===== config.mk =====
export PLATFORM = sky130hd
export DESIGN_NAME = multi_hit_priority_encoder
export DESIGN_NICKNAME = d
export VERILOG_FILES = /design/src/rtl/multi_hit_priority_encoder.sv
export SDC_FILE = /design/constraint.sdc
export NUM_CORES = 1
export LEC_CHECK = 0
export CAP_MARGIN = 20
export CORE_MARGIN = 1
export CORE_UTILIZATION = 50
export DETAILED_ROUTE_END_ITERATION = 16
export PLACE_DENSITY = 0.86
export SLEW_MARGIN = 20
export SYNTH_ARGS = -nofsm -noshare
export SYNTH_HDL_FRONTEND = slang
export SYNTH_SLANG_ARGS = --single-unit
export TNS_END_PERCENT = 30

===== constraint.sdc =====
create_clock -name clk -period 4.2 [get_ports clk]
set_input_delay 0.84 -clock clk [delete_from_list [all_inputs] [get_ports clk]]
set_output_delay 0.84 -clock clk [all_outputs]
set_load 0.05 [all_outputs]

===== src/rtl/multi_hit_priority_encoder.sv =====
// Sequential multi-hit priority encoder: scans a captured word SLICE_W bits per cycle
// and streams out the index of every set bit, optionally capped at max_hits results.
module multi_hit_priority_encoder #(
    parameter int unsigned DATA_LEN   = 20,
    parameter int unsigned RESULT_LEN = $clog2(DATA_LEN),
    parameter int unsigned SLICE_W    = 4,
    parameter int unsigned CNT_LEN    = $clog2(DATA_LEN + 1)
) (
    input  logic                  clk,
    input  logic                  rst,
    input  logic                  dut_start,
    input  logic                  lsb_first,
    input  logic [CNT_LEN-1:0]    max_hits,
    input  logic [DATA_LEN-1:0]   data_in,
    output logic                  dut_ready,
    output logic [RESULT_LEN-1:0] result,
    output logic                  result_valid,
    input  logic                  result_ready,
    output logic                  dut_done,
    output logic                  zero_f,
    output logic [CNT_LEN-1:0]    hit_count
);

    localparam int unsigned NUM_WIN = (DATA_LEN + SLICE_W - 1) / SLICE_W;
    localparam int unsigned PTR_W   = (NUM_WIN > 1) ? $clog2(NUM_WIN) : 1;

    typedef enum logic [1:0] {
        S_IDLE,
        S_SCAN,
        S_EMIT,
        S_DONE
    } state_t;

    state_t                state_q, state_d;
    logic [DATA_LEN-1:0]   shadow_q, shadow_d;
    logic                  lsb_q, lsb_d;
    logic [CNT_LEN-1:0]    max_q, max_d;
    logic [PTR_W-1:0]      ptr_q, ptr_d;
    logic [RESULT_LEN-1:0] result_q, result_d;
    logic [CNT_LEN-1:0]    hit_count_q, hit_count_d;
    logic                  zero_f_q, zero_f_d;
    logic                  ready_q, valid_q, done_q;

    logic                  win_hit;
    logic [RESULT_LEN-1:0] win_idx;
    logic [CNT_LEN-1:0]    cnt_inc;
    int                    bit_pos;

    // Window search: first set bit in scan order; positions outside the word read as 0
    always_comb begin
        win_hit = 1'b0;
        win_idx = '0;
        bit_pos = 0;
        for (int j = 0; j < int'(SLICE_W); j++) begin
            if (lsb_q) begin
                bit_pos = int'(ptr_q) * int'(SLICE_W) + j;
            end else begin
                bit_pos = int'(DATA_LEN) - 1 - int'(ptr_q) * int'(SLICE_W) - j;
            end
            if (!win_hit && bit_pos >= 0 && bit_pos < int'(DATA_LEN)) begin
                if (shadow_q[RESULT_LEN'(bit_pos)]) begin
                    win_hit = 1'b1;
                    win_idx = RESULT_LEN'(bit_pos);
                end
            end
        end
    end

    assign cnt_inc = hit_count_q + CNT_LEN'(1);

    // Next-state and datapath update
    always_comb begin
        state_d     = state_q;
        shadow_d    = shadow_q;
        lsb_d       = lsb_q;
        max_d       = max_q;
        ptr_d       = ptr_q;
        result_d    = result_q;
        hit_count_d = hit_count_q;
        zero_f_d    = zero_f_q;

        unique case (state_q)
            S_IDLE: begin
                if (dut_start) begin
                    shadow_d    = data_in;
                    lsb_d       = lsb_first;
                    max_d       = max_hits;
                    ptr_d       = '0;
                    result_d    = '0;
                    hit_count_d = '0;
                    zero_f_d    = 1'b0;
                    state_d     = S_SCAN;
                end
            end
            S_SCAN: begin
                if (win_hit) begin
                    result_d          = win_idx;
                    shadow_d[win_idx] = 1'b0;
                    state_d           = S_EMIT;
                end else if (ptr_q == PTR_W'(NUM_WIN - 1)) begin
                    state_d = S_DONE;
                end else begin
                    ptr_d = ptr_q + PTR_W'(1);
                end
            end
            S_EMIT: begin
                if (result_ready) begin
                    hit_count_d = cnt_inc;
                    if (max_q != '0 && cnt_inc == max_q) begin
                        state_d = S_DONE;
                    end else begin
                        state_d = S_SCAN;
                    end
                end
            end
            S_DONE: begin
                zero_f_d = (hit_count_q == '0);
                state_d  = S_IDLE;
            end
            default: state_d = S_IDLE;
        endcase
    end

    // State and registered outputs; status flags are decoded from the next state
    always_ff @(posedge clk) begin
        if (rst) begin
            state_q     <= S_IDLE;
            shadow_q    <= '0;
            lsb_q       <= 1'b0;
            max_q       <= '0;
            ptr_q       <= '0;
            result_q    <= '0;
            hit_count_q <= '0;
            zero_f_q    <= 1'b0;
            ready_q     <= 1'b1;
            valid_q     <= 1'b0;
            done_q      <= 1'b0;
        end else begin
            state_q     <= state_d;
            shadow_q    <= shadow_d;
            lsb_q       <= lsb_d;
            max_q       <= max_d;
            ptr_q       <= ptr_d;
            result_q    <= result_d;
            hit_count_q <= hit_count_d;
            zero_f_q    <= zero_f_d;
            ready_q     <= (state_d == S_IDLE);
            valid_q     <= (state_d == S_EMIT);
            done_q      <= (state_d == S_DONE);
        end
    end

    assign dut_ready    = ready_q;
    assign result_valid = valid_q;
    assign dut_done     = done_q;
    assign result       = result_q;
    assign hit_count    = hit_count_q;
    assign zero_f       = zero_f_q;

endmodule

# [After elaboration in Yosys (flattened, before gate mapping)]
# Cells that the tools add are included.
[totals] register_bits=45 wordCells=126 output_inout_bits=14 in_bits=30
[op_classes] n_lt_le_gt_ge=14 reduce_logical=24 n_eq_ne=12 addsub=9 n_mux=54 bitwise_logic=2
[op_table] operator="greater-or-equal comparator 32 x 1 -> 1 bit, second input constant" count=4
[op_table] operator="less-than comparator 32 x 6 -> 1 bit, second input constant" count=4
[op_table] operator="two-way mux 32 bit" count=4
[op_table] operator="two-way mux 5 bit" count=11
[op_table] operator="two-way mux 20 bit" count=2
[op_table] operator="case mux 20 bit (2 select lines)" count=1
[op_table] operator="less-than comparator 5 x 7 -> 1 bit, second input constant" count=4
[op_table] operator="bitwise AND 20 bit" count=1
[op_table] operator="binary-select mux 1 bit (select 5 bit)" count=4
[op_table] operator="NOT 20 bit" count=1
[op_table] operator="case mux 5 bit (2 select lines)" count=2
[op_table] operator="two-way mux 1 bit" count=18
[op_table] operator="subtractor 6 x 3 -> 7 bit, second input constant" count=2
[op_table] operator="adder 5 x 2 -> 6 bit, second input constant" count=2
[op_table] operator="two-way mux 2 bit" count=5
[op_table] operator="inequality test 2 bit, second input constant" count=5
[op_table] operator="logical AND 1 bit" count=9
[op_table] operator="two-way mux 3 bit" count=3
[op_table] operator="== test 2 bit, second input constant" count=4
[op_table] operator="case mux 2 bit (4 select lines)" count=1
[op_table] operator="subtractor 6 x 2 -> 7 bit, second input constant" count=1
[op_table] operator="adder 5 x 1 -> 6 bit, second input constant" count=1
[op_table] operator="less-than comparator 5 x 6 -> 1 bit, second input constant" count=1
[op_table] operator="case mux 3 bit (2 select lines)" count=1
[op_table] operator="17 further kinds" count=24

# [Longest topological paths before layout]
[logic_depth] word_depth=27 ltp_mapped=13

# [Worst setup path after synthesis]
# No wires, ideal clock.
[synth_path] kind="reg2reg" startpoint="reg ptr_q[0]" endpoint="reg shadow_q[7]" period_less_slack_ns=3.508 arrival_time_ns=3.386 path_stages_with_launch=12 path_buffers=2 setup_ns=0.122 path_slack_ns=0.692 path_cell_list="dfxtp_1 buf_6 buf_2 inv_1 ha_1 mux2i_2 mux2i_4 o22ai_2 or4_4 a2bb2oi_1 o311a_1 a221o_1"
[synth_between] elab_chain_len=27
[synth_lines] item="from (decl)" line_no="38" source="logic [PTR_W-1:0] ptr_q, ptr_d;"
[synth_lines] item="from (signal assigned)" line_no="143" source="ptr_q <= ptr_d;"
[synth_lines] item="parallel branches: the longest is 27 deep, another holds greater-or-equal comparator 32 x 1 -> 1 bit"
[synth_lines] item="to (signal assigned)" line_no="140" source="shadow_q <= shadow_d;"
[synth_lines] item="to (decl)" line_no="35" source="logic [DATA_LEN-1:0] shadow_q, shadow_d;"
# Several ways; the timed one is not identified. The select of a mux whose other input is x is not followed.
# A chain may end at the register's enable or synchronous reset.

# [Worst setup path after layout]
[layout_path] startpoint="reg ptr_q[1]" endpoint="reg shadow_q[5]"
# The elaborated chain is that of the path after synthesis.

==> metrics <==
EDFF count, synth 0; Clock Sinks 45; initial antenna violation count 0; fin cells 433; Num CTS Buffers 5; hold violation total from the final report 0; RePlAce Congestion 0.969; kind of critical path reg2reg; first-pass GRT wire length 11800 µm; grt total ovfl 0; worst slew pin tran 0.818 ns; Worst VDD drop 335 µV; CTS root buffer clkbuf_8; Critical Path Max Stage Delay 0.65 ns; Worst Setup EP shadow_q[5]; Synthesis Warnings 0; post-DP HPWL 5420 µm; Final #Nets 397; setup TNS 0 ns; flops & latches, synth 45; PwrDens 654 mW/mm²; cells along the critical path inv_1, ha_1, mux2i_2, mux2i_1, o21ai_1, nor4_2, a21oi_1, a41oi_1, a221o_1; diode count 0; deepest clock path buffer count 2; CTS resizes 0; core region area 0.00514 mm²; largest net degree at the start of global routing 28; Register-to-Register Path Depth 9; Initial Utilization 52.5%; RSZ-0062 raised after global routing no; Crit path arrival time 3.83 ns; Cell Rows 26; Die Y 75.5 µm; GRT Total Usage 27.5%; Routed WL 7320 µm; Hold/Removal Path Class reg2reg; number of global-route vias before repair 2473; Fmax achieved 0.275 GHz; Worst-Skew Late Latency 0.30 ns; DR WL/cell 16.9 µm; hold buffer count at CTS 0; input/output buffers 43; antenna-violating nets left 0; Syn Inst Count 321; Hold Path Origin zero_f; Cells after DPL 425; crit path time final 3.64 ns; DIE AREA 0.00569 mm²; Area Growth Syn to Fin 22.9%; Synth cell types 58; crit share post-route 86.6%; most frequent cells in the layout nand2_1 (45), dfxtp_1 (45), clkdlybuf4s50_1 (43); top_reg_cell synth dfxtp_1; Post-Syn Area 0.00270 mm²; DR pass1 iterations 5; Final Power 0.00217 W; leakage power 1.17 nW; reg2reg setup slack 0.56 ns; Fillers 472; worst r2r dst shadow_q[5]; Slew headroom 45.0%; CP required 4.39 ns; count of final setup violators 0; # DRC 0; status complete, no violations; I/O Pins 44; R2R Path Start ptr_q[1]; layout cells sized above 1 7.71%; Worst path slowest cell a21oi_1; routed vias 2730; Synth Area per Inst 8.40 µm²; Max Cap Viol 0; ys async rst share 0%; TritonCTS clock tree yes; CP Capture Type flip-flop; H-tree levels 2; Post-Syn Nets 356; worst-path maximum fanout 11; Setup crit start kind flip-flop; vias per inst 6.30; fraction of the yosys area taken by sequential cells 33.4%; Die W 75.5 µm; clock skew 0.00835 ns; Detailed Route Iter0 Violations 280; Final Max Tran Viols 0; Crit. Startpoint ptr_q[1]; buffer count from post-CTS setup fixing 0; clk slew on worst S/H paths 0.09 ns
[kinds of logic after synthesis]
kind of cell    count (synthesis)  synth area share [%]
compound gates                104                  27.9
xor+xnor                        8                  2.60
fa+ha+maj                       5                  2.32
buf+inv                        26                  4.13
flops                          45                  33.4
mux                            20                  9.93
simple gates                  113                  19.7
[worst max-delay path: cells and delay by family, from the launching register on]
family,cells,cell delay [ns]
buffers and inverters,1,0.09
multiplexers,2,0.72
flip-flops,1,0.45
AND/OR/NAND/NOR,1,0.13
adder cells (fa/ha/maj),1,0.40
AO/OA/AOI/OAI,4,1.74
[flip-flops by register name, indices dropped and copies added, names as in the netlist]
name / count
hit_count: 5
dut_ready: 1
state_q: 2
max_q: 5
shadow_q: 20
dut_done: 1
result: 5
ptr_q: 3
lsb_q: 1
result_valid: 1
zero_f: 1
[worst min-delay path by stage]
stage	slack (ns)	to	depth (start not counted)
after floorplan	0.45	max_q[0]	2
after global placement	0.45	result[0]	1
after detailed placement	0.46	result[0]	1
after CTS	0.48	result[0]	1
after global routing	0.49	result[3]	2
final	0.48	zero_f	2
[report_power, final]
group          switching (W)  leakage (nW)  internal, W
Sequential         0.0000878         0.368     0.000521
Combinational       0.000786         0.739     0.000426
Clock               0.000152        0.0585     0.000194
Total                0.00103          1.17      0.00114
[per-stage QoR]
step / cell area, µm² / worst slack (ns) / hold slack, ns / util, %
final: 3310 / 0.563 / 0.478 / 64.5
after global routing: 3310 / 0.314 / 0.487 / 64.5
after CTS: 3310 / 0.658 / 0.480 / 64.5
after detailed placement: 3200 / 0.681 / 0.460 / 62.2
after global placement: 3200 / 0.812 / 0.449 / 62.2
after floorplan: 2700 / 0.692 / 0.449 / -
[routing by layer]
metal | global-route usage [%] | routed length [µm] | vias to the layer above
met5 | 0 | 0 | -
met4 | 7.82 | 103 | 0
met3 | 4.76 | 428 | 11
met2 | 45.2 | 3530 | 114
met1 | 37.2 | 3250 | 1314
li1 | - | - | 1291
[cells in the mapped netlist, drive strengths merged, types with 7 or more instances]
| library cell | n | area, µm² |
|---|---|---|
| a21oi | 27 | 135 |
| a221o | 11 | 110 |
| a41oi | 7 | 61.3 |
| clkbuf | 11 | 41.3 |
| dfxtp | 45 | 901 |
| inv | 9 | 33.8 |
| mux2i | 15 | 166 |
| nand2 | 45 | 169 |
| nand3 | 15 | 75.1 |
| nor2 | 26 | 97.6 |
| o21ai | 18 | 93.8 |
[final cells by class]
cell class	count	area, µm²	area share [%]
Clock buffer	7	86.3	2.60
Clock inverter	1	30.0	0.906
Inverter	9	33.8	1.02
Multi-Input combinational cell	250	1690	50.8
Sequential cell	45	901	27.2
Tap cell	70	87.6	2.64
Timing Repair Buffer	51	490	14.8
(Power assumes the default switching activity.)
